==> config.mk <==
export PLATFORM = sky130hd
export DESIGN_NAME = relay_guard_multi
export DESIGN_NICKNAME = d
export VERILOG_FILES = /design/src/rtl/relay_guard_multi.sv
export SDC_FILE = /design/constraint.sdc
export NUM_CORES = 1
export LEC_CHECK = 0
export ABC_AREA = 1
export CAP_MARGIN = 20
export CORE_MARGIN = 4
export CORE_UTILIZATION = 45
export CTS_CLUSTER_SIZE = 28
export DETAILED_ROUTE_END_ITERATION = 16
export GPL_TIMING_DRIVEN = 1
export MAX_ROUTING_LAYER = met4
export PLACE_DENSITY = 0.77
export RECOVER_POWER = 25
export SLEW_MARGIN = 20
export SYNTH_ARGS = -nofsm -noshare
export SYNTH_HDL_FRONTEND = slang
export SYNTH_SLANG_ARGS = --single-unit
==> constraint.sdc <==
create_clock -name clk_16ms -period 3.95 [get_ports clk_16ms]
set_input_delay 0.395 -clock clk_16ms [delete_from_list [all_inputs] [get_ports clk_16ms]]
set_output_delay 0.395 -clock clk_16ms [all_outputs]
set_load 0.03 [all_outputs]
==> src/rtl/relay_guard_multi.sv <==
// Multi-channel sensor-deviation guard: per-channel trip / retry-wait / lockout FSM driving one relay each.
// Build macro RELAY_GUARD_DEBOUNCE_EN adds a DEB_N-sample fail debounce in MONITOR (default: single-sample trip).
module relay_guard_multi #(
  parameter int N_CH        = 4,
  parameter int SEN_W       = 10,
  parameter int WAIT_TICKS  = 312,
  parameter int MAX_RETRY   = 3,
  parameter int CLEAR_TICKS = 625,
  parameter int DEB_N       = 3
) (
  input  logic                    clk_16ms,
  input  logic                    rst,
  input  logic                    enable,
  input  logic [N_CH*SEN_W-1:0]   sen,
  input  logic [N_CH*SEN_W-1:0]   sen_ref,
  input  logic [SEN_W-1:0]        threshold,
  input  logic [N_CH-1:0]         clr_lockout,
  output logic [N_CH-1:0]         relay_out,
  output logic [N_CH-1:0]         lockout,
  output logic [N_CH*4-1:0]       retry_cnt,
  output logic                    any_fault
);

  localparam logic [2:0] ST_IDLE    = 3'd0;
  localparam logic [2:0] ST_MONITOR = 3'd1;
  localparam logic [2:0] ST_TRIP    = 3'd2;
  localparam logic [2:0] ST_WAIT    = 3'd3;
  localparam logic [2:0] ST_LOCKOUT = 3'd4;

  localparam int WT_W = $clog2(WAIT_TICKS + 1);
  localparam int HC_W = $clog2(CLEAR_TICKS + 1);

  localparam logic [WT_W-1:0] WAIT_LAST  = WT_W'(WAIT_TICKS - 1);
  localparam logic [WT_W-1:0] WT_ONE     = WT_W'(1);
  localparam logic [HC_W-1:0] CLEAR_LAST = HC_W'(CLEAR_TICKS - 1);
  localparam logic [HC_W-1:0] CLEAR_TOP  = HC_W'(CLEAR_TICKS);
  localparam logic [HC_W-1:0] HC_ONE     = HC_W'(1);
  localparam logic [3:0]      RETRY_MAX  = 4'(MAX_RETRY);

  function automatic logic [SEN_W-1:0] abs_diff(input logic [SEN_W-1:0] a,
                                                input logic [SEN_W-1:0] b);
    if (a >= b) return a - b;
    else        return b - a;
  endfunction

  logic [N_CH-1:0] relay_nxt_vec_s;
  logic            any_fault_r;

  genvar gi;
  generate
    for (gi = 0; gi < N_CH; gi++) begin : g_ch
      logic [2:0]       state_r, state_nxt_s;
      logic [WT_W-1:0]  wait_tmr_r, wait_nxt_s;
      logic [HC_W-1:0]  healthy_r, healthy_nxt_s;
      logic [3:0]       retry_r, retry_nxt_s;
      logic             relay_r, relay_nxt_s;
      logic             lock_r, lock_nxt_s;
      logic [SEN_W-1:0] diff_s;
      logic             fail_s;
      logic             trip_req_s;

      assign diff_s = abs_diff(sen[gi*SEN_W +: SEN_W], sen_ref[gi*SEN_W +: SEN_W]);
      assign fail_s = (diff_s > threshold);

`ifdef RELAY_GUARD_DEBOUNCE_EN
      localparam int DB_W = (DEB_N > 1) ? $clog2(DEB_N) : 1;
      localparam logic [DB_W-1:0] DEB_LAST = DB_W'(DEB_N - 1);
      localparam logic [DB_W-1:0] DB_ONE   = DB_W'(1);
      logic [DB_W-1:0] deb_r;

      assign trip_req_s = fail_s && (deb_r == DEB_LAST);

      // Consecutive-fail counter; any non-MONITOR cycle or healthy sample zeroes it.
      always_ff @(posedge clk_16ms or posedge rst) begin
        if (rst) begin
          deb_r <= '0;
        end else if ((state_r == ST_MONITOR) && enable && fail_s && !trip_req_s) begin
          deb_r <= deb_r + DB_ONE;
        end else begin
          deb_r <= '0;
        end
      end
`else
      // DEB_N only matters to the debounced build; any legal value (>=1) leaves this a plain fail.
      assign trip_req_s = fail_s & (DEB_N > 0);
`endif

      // Next-state and next-output computation for this channel.
      always_comb begin
        state_nxt_s   = state_r;
        relay_nxt_s   = relay_r;
        lock_nxt_s    = lock_r;
        retry_nxt_s   = retry_r;
        wait_nxt_s    = wait_tmr_r;
        healthy_nxt_s = healthy_r;
        case (state_r)
          ST_IDLE: begin
            relay_nxt_s   = 1'b0;
            lock_nxt_s    = 1'b0;
            wait_nxt_s    = '0;
            healthy_nxt_s = '0;
            if (enable) state_nxt_s = ST_MONITOR;
            else        state_nxt_s = ST_IDLE;
          end
          ST_MONITOR: begin
            if (!enable) begin
              state_nxt_s   = ST_IDLE;
              relay_nxt_s   = 1'b0;
              wait_nxt_s    = '0;
              healthy_nxt_s = '0;
            end else if (trip_req_s) begin
              state_nxt_s   = ST_TRIP;
              relay_nxt_s   = 1'b1;
              wait_nxt_s    = '0;
              healthy_nxt_s = '0;
              if (retry_r != 4'hF) retry_nxt_s = retry_r + 4'd1;
              else                 retry_nxt_s = retry_r;
            end else if (fail_s) begin
              healthy_nxt_s = '0;
            end else if (healthy_r >= CLEAR_LAST) begin
              // Long healthy run forgives earlier trips; counter parks at the top.
              healthy_nxt_s = CLEAR_TOP;
              retry_nxt_s   = 4'd0;
            end else begin
              healthy_nxt_s = healthy_r + HC_ONE;
            end
          end
          ST_TRIP: begin
            if (!enable) begin
              state_nxt_s = ST_IDLE;
              relay_nxt_s = 1'b0;
              wait_nxt_s  = '0;
            end else begin
              state_nxt_s = ST_WAIT;
              relay_nxt_s = 1'b1;
              wait_nxt_s  = '0;
            end
          end
          ST_WAIT: begin
            if (!enable) begin
              state_nxt_s = ST_IDLE;
              relay_nxt_s = 1'b0;
              wait_nxt_s  = '0;
            end else if (wait_tmr_r == WAIT_LAST) begin
              wait_nxt_s = '0;
              if (retry_r == RETRY_MAX) begin
                state_nxt_s = ST_LOCKOUT;
                relay_nxt_s = 1'b1;
                lock_nxt_s  = 1'b1;
              end else begin
                state_nxt_s   = ST_MONITOR;
                relay_nxt_s   = 1'b0;
                healthy_nxt_s = '0;
              end
            end else begin
              wait_nxt_s = wait_tmr_r + WT_ONE;
            end
          end
          ST_LOCKOUT: begin
            if (clr_lockout[gi]) begin
              state_nxt_s = ST_IDLE;
              relay_nxt_s = 1'b0;
              lock_nxt_s  = 1'b0;
              retry_nxt_s = 4'd0;
            end else begin
              state_nxt_s = ST_LOCKOUT;
              relay_nxt_s = 1'b1;
              lock_nxt_s  = 1'b1;
            end
          end
          default: begin
            state_nxt_s   = ST_IDLE;
            relay_nxt_s   = 1'b0;
            lock_nxt_s    = 1'b0;
            wait_nxt_s    = '0;
            healthy_nxt_s = '0;
          end
        endcase
      end

      // Channel state and output registers.
      always_ff @(posedge clk_16ms or posedge rst) begin
        if (rst) begin
          state_r    <= ST_IDLE;
          relay_r    <= 1'b0;
          lock_r     <= 1'b0;
          retry_r    <= 4'd0;
          wait_tmr_r <= '0;
          healthy_r  <= '0;
        end else begin
          state_r    <= state_nxt_s;
          relay_r    <= relay_nxt_s;
          lock_r     <= lock_nxt_s;
          retry_r    <= retry_nxt_s;
          wait_tmr_r <= wait_nxt_s;
          healthy_r  <= healthy_nxt_s;
        end
      end

      assign relay_nxt_vec_s[gi]   = relay_nxt_s;
      assign relay_out[gi]         = relay_r;
      assign lockout[gi]           = lock_r;
      assign retry_cnt[gi*4 +: 4]  = retry_r;
    end
  endgenerate

  // Summary fault flag registered from next relay values so it tracks relay_out exactly.
  always_ff @(posedge clk_16ms or posedge rst) begin
    if (rst) any_fault_r <= 1'b0;
    else     any_fault_r <= |relay_nxt_vec_s;
  end

  assign any_fault = any_fault_r;

endmodule

==> results of run 1 <==
## layout by cell type (no fill, tap or decap), types with 4 or more instances in the layout
cell	Yosys	final
buf_4	10	47
inv_2	12	12
or2_2	9	9
a21oi_1	77	74
clkdlybuf4s50_1	0	120
nor2_2	7	8
nand2_1	414	414
clkinv_2	0	6
o21ai_2	8	8
nor3_2	5	5
nand4_1	45	45
nor3_1	20	20
nor4_1	5	5
a211oi_1	10	9
nor2_4	4	4
o31ai_1	9	9
o41ai_1	7	7
a21o_1	8	8
fa_1	8	8
nor2_1	135	134
clkbuf_8	0	6
nand2_2	16	16
clkbuf_16	0	17
a21oi_2	2	5
nand3_1	87	86
ha_1	132	132
dfrtp_1	113	113
o22ai_1	8	8
o21bai_1	10	10
inv_1	293	293
o21ai_0	106	106
xor2_1	44	44
o21ai_1	15	15
o21a_1	10	10
xnor2_1	13	13
## layout make-up
class                      instances  share of cell area, %
clock inverter                     6                  0.215
multi-input combinational       1247                   53.1
timing repair buffer             170                   11.5
inverter                         306                   8.25
tap                              330                   2.96
sequential                       113                   20.3
clock buffer                      24                   3.67
## cells by family after synthesis
family / Yosys count / synth area share (%)
simple gates: 763 / 29.3
buf+inv: 327 / 11.3
compound gates: 287 / 14.8
xor+xnor: 57 / 4.33
fa+ha+maj: 140 / 15.7
flops: 113 / 24.5
## flip-flops by register name (all words and copies together), names as in the netlist
signal and cells:
any_fault 1, g_ch.wait_tmr_r 36, g_ch.healthy_r 40, g_ch.lock_r 4, g_ch.relay_r 4, g_ch.state_r 12, g_ch.retry_r 16
## through the flow
stage | instance area (um2) | cells | util, % | hold slack [ps]
global route | 13900 | 2196 | 55.4 | 513
detailed placement | 13400 | 2166 | 53.1 | 476
global placement | 13400 | 2166 | 53.1 | 472
finish | 13900 | 2196 | 55.4 | 484
floorplan | 11500 | 1687 | - | 452
CTS | 13900 | 2196 | 55.3 | 488
## final timing paths
| kind | from | endpoint | slack, ps | cells after the start |
|---|---|---|---|---|
| min reg2reg | g_ch[2].healthy_r[3]$_DFFE_PP0P_ | g_ch[2].healthy_r[3]$_DFFE_PP0P_ | 480 | 2 |
| min in group asynchronous | rst | g_ch[0].lock_r$_DFFE_PP0P_ | 1310 | 2 |
| max in group asynchronous | rst | g_ch[0].wait_tmr_r[5]$_DFFE_PP0P_ | 1170 | 2 |
| max reg2reg | g_ch[0].wait_tmr_r[0]$_DFFE_PP0P_ | g_ch[0].healthy_r[3]$_DFFE_PP0P_ | 1850 | 9 |
| max | sen[20] | g_ch[2].retry_r[3]$_DFFE_PP0P_ | 360 | 24 |
| min | g_ch[2].healthy_r[3]$_DFFE_PP0P_ | g_ch[2].healthy_r[3]$_DFFE_PP0P_ | 480 | 2 |
## power by group through the flow
stage,sequential [mW],combinational [mW],clock [mW]
after floorplan,1.55,1.80,0
after CTS,1.48,2.67,1.42
after global routing,1.50,3.02,1.49
after detailed placement,1.49,2.65,0
after global placement,1.49,2.58,0
final,1.48,2.68,1.40
## metal layers
layer | global-route usage (%) | wire length, um | vias up | part of all wire, %
li1 | - | - | 5786 | -
met3 | 2.98 | 1230 | 57 | 4.3
met5 | - | 0 | - | 0
met1 | 26.3 | 13400 | 5199 | 47
met4 | 5.65 | 578 | 0 | 2.0
met2 | 34.1 | 13200 | 278 | 46
## Yosys cell counts, types with 7 or more instances
cell type  number  area (um2)
o22ai_1         8        50.1
xor2_1         44         385
ha_1          132        1650
fa_1            8         160
or2_2           9        56.3
a211oi_1       10        75.1
a21o_1          8        60.1
buf_4          10        75.1
o21ai_0       106         531
nand3_1        87         435
xnor2_1        13         114
nor2_2          7        43.8
o21ai_2         8        70.1
o21a_1         10        75.1
o21bai_1       10        75.1
o31ai_1         9        67.6
dfrtp_1       113        2830
o41ai_1         7        61.3
o21ai_1        15        75.1
inv_1         293        1100
nor2_1        135         507
nand2_1       414        1550
a21oi_1        77         385
nor3_1         20         100
nand4_1        45         282
inv_2          12        45.0
nand2_2        16         100
## critical path, cell delays in order
cell and delay [ps]:
clkdlybuf4s50_1 530, ha_1 180, inv_1 70, fa_1 390, inv_1 70, nor2_1 40, a211oi_1 340, o21ai_0 180
xor2_1 170, nand2_1 70, nand2_1 60, inv_1 40, ha_1 260, nand2_1 70, nor2_2 150, nand3_1 80
nand3_1 100, nand2_2 120, nand2_1 120, nand2_1 50, nand2_1 170, nand3_2 130, nand2_1 80, nand2_1 50
## timing repair
action	4_1_cts	5_1_grt
resized for setup	0	7
setup endpoints to repair	0	12
hold buffers	0	0
endpoints found under the hold margin	0	0
==> run metrics, run 1 <==
status=complete, but fails checks; failing checks=max-capacitance violations, max-slew violations; first-pass GRT wire length=48600 um; Clock Skews=7.66 ps; grt ovf=0; crit path DAT=3900 ps; Internal Power=3.19 mW; total CTS buffers=17; Switch Pwr=2.37 mW; fmax=278 MHz; clock root buffer master=clkbuf_16; Worst slew margin=-69.9%; Seq/Total Area, Yosys=24.5%; post-synthesis average cell area=6.83 um2; register area=2830 um2; PortBufs=121; Layout Nets=around 2.1k; antenna fix cells=0; crit share post-route=between 90% and 100%; ys async rst share=100%; Worst Tran Pin Value=2550 ps; DRT Pass-1 Iters=6; I/O pin count=roughly 120; yosys warns=0; largest net degree at the start of global routing=67; core box area=25200 um2; initial antenna violation count=0; Final min period=3590 ps; clock-pin slew on the worst setup and hold paths=50 ps; pre-CTS setup slack=-107 ps; kind of critical path=input pin to register; critical path capture point type=register; Die Width=168 um; setup violators final=0; crit path launch type=input pin; CTS Buffer Depth=2; CP max FO=7; final wirelength=28300 um; Initial Util=45.7%; Setup TNS=0 ps; sequential share of power=26.6%; leak pwr=approximately 7 nW; clock group share of total power=25.1%; remaining antenna violation count=0; total of max-cap violations=1; combinational share of power=48.3%; vias in the first global route=roughly 11k; Final WS setup=around 360 ps; gr usage total=20.5%; DR WL/cell=12.9 um; drt drc=0; PD cells=398 nW/um2; Vias=11.3k; P&R area growth vs syn=21.1%; Max Slew Vio Count=between 60 and 70; FP Rows=58; Syn Inst Count=between 1.5k and 2k; setup fix buffers added after clock tree synthesis=0; Hold Crit Class=register to register; Synth Cell Area=11500 um2; clock latency on the worst-skew pair=410 ps; Fin. Hold Viols=0; H-tree depth=4; die area=around 28000 um2; Distinct cells, synth=54; worst endpoint required time=4260 ps; peak supply drop=roughly 0.32 mV; CTS tree=yes; DR vias/cell=5.15; DR iter-0 viols=around 600; #FFs+latches synth=113; Die H=168 um; Top FF cell, synth=dfrtp_1; multi-input logic area=7410 um2; placed wire-length estimate=22400 um; share of cells above drive strength 1=8.57%; syn_nets=roughly 1.9k; final total power=5.56 mW; fillcell total=around 2.4k; number of synthesized flops with an enable pin=0; clock sink count=between 100 and 150; switch share=42.6%; routability congestion estimate=0.951
No activity file was read; power rests on OpenSTA's default activity.
==> run 2: changes to the inputs <==
ABC_CLOCK_PERIOD_IN_PS = 3950   (was default)
==> results of run 2 <==
The final DEF is identical to that of run 1; final timing and power are the same.
==> run 3: changes to the inputs <==
CORE_UTILIZATION = 59   (was 45)
PLACE_DENSITY = 0.94   (was 0.77)
==> run metrics, run 3 (synthesis results as in run 1) <==
status=complete, but fails checks; failing checks=max-capacitance violations, max-slew violations; multi-input logic area=7400 um2 (about the same); met1 Use GR=34.2% (+7.9 points); max incr delay on CP=480 ps (-50 ps); crit share post-route=93.2% (+2.3 points); most frequent cells in the layout=nand2_1 (413), inv_1 (293), nor2_1 (133); fillcell total=1492 (-37%); Fin. Hold Viols=0 (unchanged); crit-path cells=clkdlybuf4s50_1 -> inv_1 -> ha_1 -> inv_2 -> o21bai_1 -> a21boi_0 -> nand3_1 -> nor2_2 -> buf_4 -> nand2_4 -> nand3_1 -> and2_1 -> inv_1 -> ha_1 -> nand2_1 -> nor2_1 -> nand3_1 -> nand3_1 -> nand2_2 -> o21ai_0 -> nand2_1 -> nand3_2 -> nand2_1 -> nand2_1; DR iter-0 viols=925 (+55%); remaining antenna violation count=0 (unchanged); PD cells=417 nW/um2 (+4.8%); worst endpoint required time=4310 ps (+50 ps); Initial Util=60.8% (+15 points); routability congestion estimate=0.933 (-2.0%); Max Slew Vio Count=67 (+1.5%); clock latency on the worst-skew pair=430 ps (+20 ps); largest net degree at the start of global routing=67 (unchanged); grt ovf=0 (unchanged); I/O pin count=122 (unchanged); Die H=148 um (-12%); antenna fix cells=0 (unchanged); setup fix buffers added after clock tree synthesis=0 (unchanged); register area=2830 um2 (unchanged); drt drc=0 (unchanged); final wirelength=29500 um (+4.2%); vias in the first global route=11.3k (+3.0%); M2 GR Usage=46.1% (+12 points); peak supply drop=0.326 mV (+2.7%); total CTS buffers=17 (unchanged); max reg flops=40 (unchanged); switch share=42.2% (-0.40 points); CTS Buffer Depth=2 (unchanged); clock-pin slew on the worst setup and hold paths=50 ps (about the same); fmax=272 MHz (-2.4%); placed cell count=2085 (-3.7%); gr busiest metal=met2; CTS tree=yes; grt met3 use=4.54% (+1.6 points); Layout Nets=2081 (-0.53%); clock root buffer master=clkbuf_16; CP max FO=7 (unchanged); first-pass GRT wire length=50100 um (+3.1%); FP Rows=50 (-14%); P&R area growth vs syn=19.8%; non-filler cells in the finished layout=2116 (-3.6%); kind of critical path=input pin to register; placed wire-length estimate=22400 um (-0.38%); Vias=11.7k (+3.0%); biggest regs=g_ch.healthy_r (40), g_ch.wait_tmr_r (36), g_ch.retry_r (16); Clock Skews=10.0 ps (+2.36 ps); slowest cell on the critical path=clkdlybuf4s50_1; WHS=492 ps (+8.31 ps); Final min period=3680 ps (+89.3 ps); clock group share of total power=27.5% (+2.4 points); CTS Hold Bufs=0 (unchanged); Switch Pwr=2.43 mW (+2.8%); combinational share of power=46.7% (-1.6 points); crit path launch type=input pin; DR WL/cell=14.0 um (+8.1%); setup violators final=0 (unchanged); die area=21800 um2 (-23%); Worst Tran Pin Value=2480 ps (-67.9 ps); clock sink count=113 (unchanged); leak pwr=7.13 nW (-0.63%); Worst slew margin=-65.4% (+4.5 points); sequential share of power=25.7% (-0.9 points); PortBufs=121 (unchanged); share of cells above drive strength 1=7.87% (-0.71 points); total of max-cap violations=1 (unchanged); Die Width=148 um (-12%); crit path DAT=4040 ps (+140 ps); critical path capture point type=register; Internal Power=3.33 mW (+4.4%); DRT Pass-1 Iters=8 (+2); largest reg by FF count=g_ch.healthy_r; DR vias/cell=5.51 (+6.9%); gr usage total=27.8% (+7.3 points); Hold Crit Class=register to register; RSZ-0062 raised after global routing=false; H-tree depth=4 (unchanged); initial antenna violation count=0 (unchanged); core box area=19000 um2 (-25%); commonest non-fill, non-tap cell in the layout=nand2_1
[run 3: changes by cell type in the layout (fill, tap and decap cells not counted), moves of 2 or more]
| cell | delta |
|---|---|
| clkbuf_1 | +4 |
| clkinv_2 | -4 |
| clkbuf_8 | -2 |
| bufinv_16 | +3 |
| a21oi_1 | +3 |
| buf_4 | -9 |
| a21oi_2 | -3 |
| buf_12 | -2 |
[run 3: critical path: cells and delay by family]
family                     cells  cell delay, ps
and+or+nand+nor               14            1630
AOI/OAI and AO/OA              3             530
adders and majority gates      2             630
buffers and inverters          5             850
[run 3: layout make-up]
class                   count  share of cell area (%)
clock buffers              26                    3.62
clock inverters             5                   0.725
well taps                 260                    2.36
flip-flops and latches    113                    20.5
inverters                 306                    8.34
multi-input cells        1247                    53.6
repair buffers            159                    10.8
[run 3: path summary, 6_finish.rpt]
path                       slack, ps  depth (start not counted)                          endpoint                               from
hold / removal                   490                          2  g_ch[2].healthy_r[6]$_DFFE_PP0P_   g_ch[2].healthy_r[6]$_DFFE_PP0P_
hold reg to reg                  490                          2  g_ch[2].healthy_r[6]$_DFFE_PP0P_   g_ch[2].healthy_r[6]$_DFFE_PP0P_
setup reg to reg                1850                          9  g_ch[0].healthy_r[3]$_DFFE_PP0P_  g_ch[0].wait_tmr_r[0]$_DFFE_PP0P_
max in group asynchronous       1240                          2  g_ch[0].healthy_r[7]$_DFFE_PP0P_                                rst
min in group asynchronous       1290                          2    g_ch[0].retry_r[0]$_DFFE_PP0P_                                rst
setup / recovery                 270                         24    g_ch[0].retry_r[2]$_DFFE_PP0P_                             sen[7]
[run 3: power by group through the flow]
stage / clock network [mW] / registers [mW] / logic (mW)
2_1_floorplan: 0 / 1.55 / 1.80
3_3_place_gp: 0 / 1.48 / 2.53
3_5_place_dp: 0 / 1.49 / 2.61
4_1_cts: 1.59 / 1.48 / 2.66
5_1_grt: 1.65 / 1.50 / 3.01
6_report: 1.59 / 1.48 / 2.69
[run 3: metal layers]
| metal | up-vias | wire [um] |
|---|---|---|
| li1 | 5782 | - |
| met5 | - | 0 |
| met3 | 96 | 1910 |
| met1 | 5319 | 12700 |
| met2 | 467 | 14100 |
| met4 | 0 | 841 |
[run 3: stage by stage]
step / area, um2 / worst slack, ps / TNS [ps] / power (mW) / util [%]
after floorplan: 11500 / 568 / 0 / 3.36 / -
after global placement: 13200 / -51.7 / -218 / 4.01 / 69.6
after detailed placement: 13200 / -62.0 / -526 / 4.10 / 69.6
after CTS: 13800 / 332 / 0 / 5.73 / 72.7
after global routing: 13800 / 1.70 / 0 / 6.17 / 72.8
final: 13800 / 270 / 0 / 5.76 / 72.8
[run 3: timing repair]
| action | CTS | global route |
|---|---|---|
| endpoints found under the hold margin | 0 | 0 |
| gates resized for setup | 0 | 7 |
| endpoints found under the setup margin | 0 | 18 |
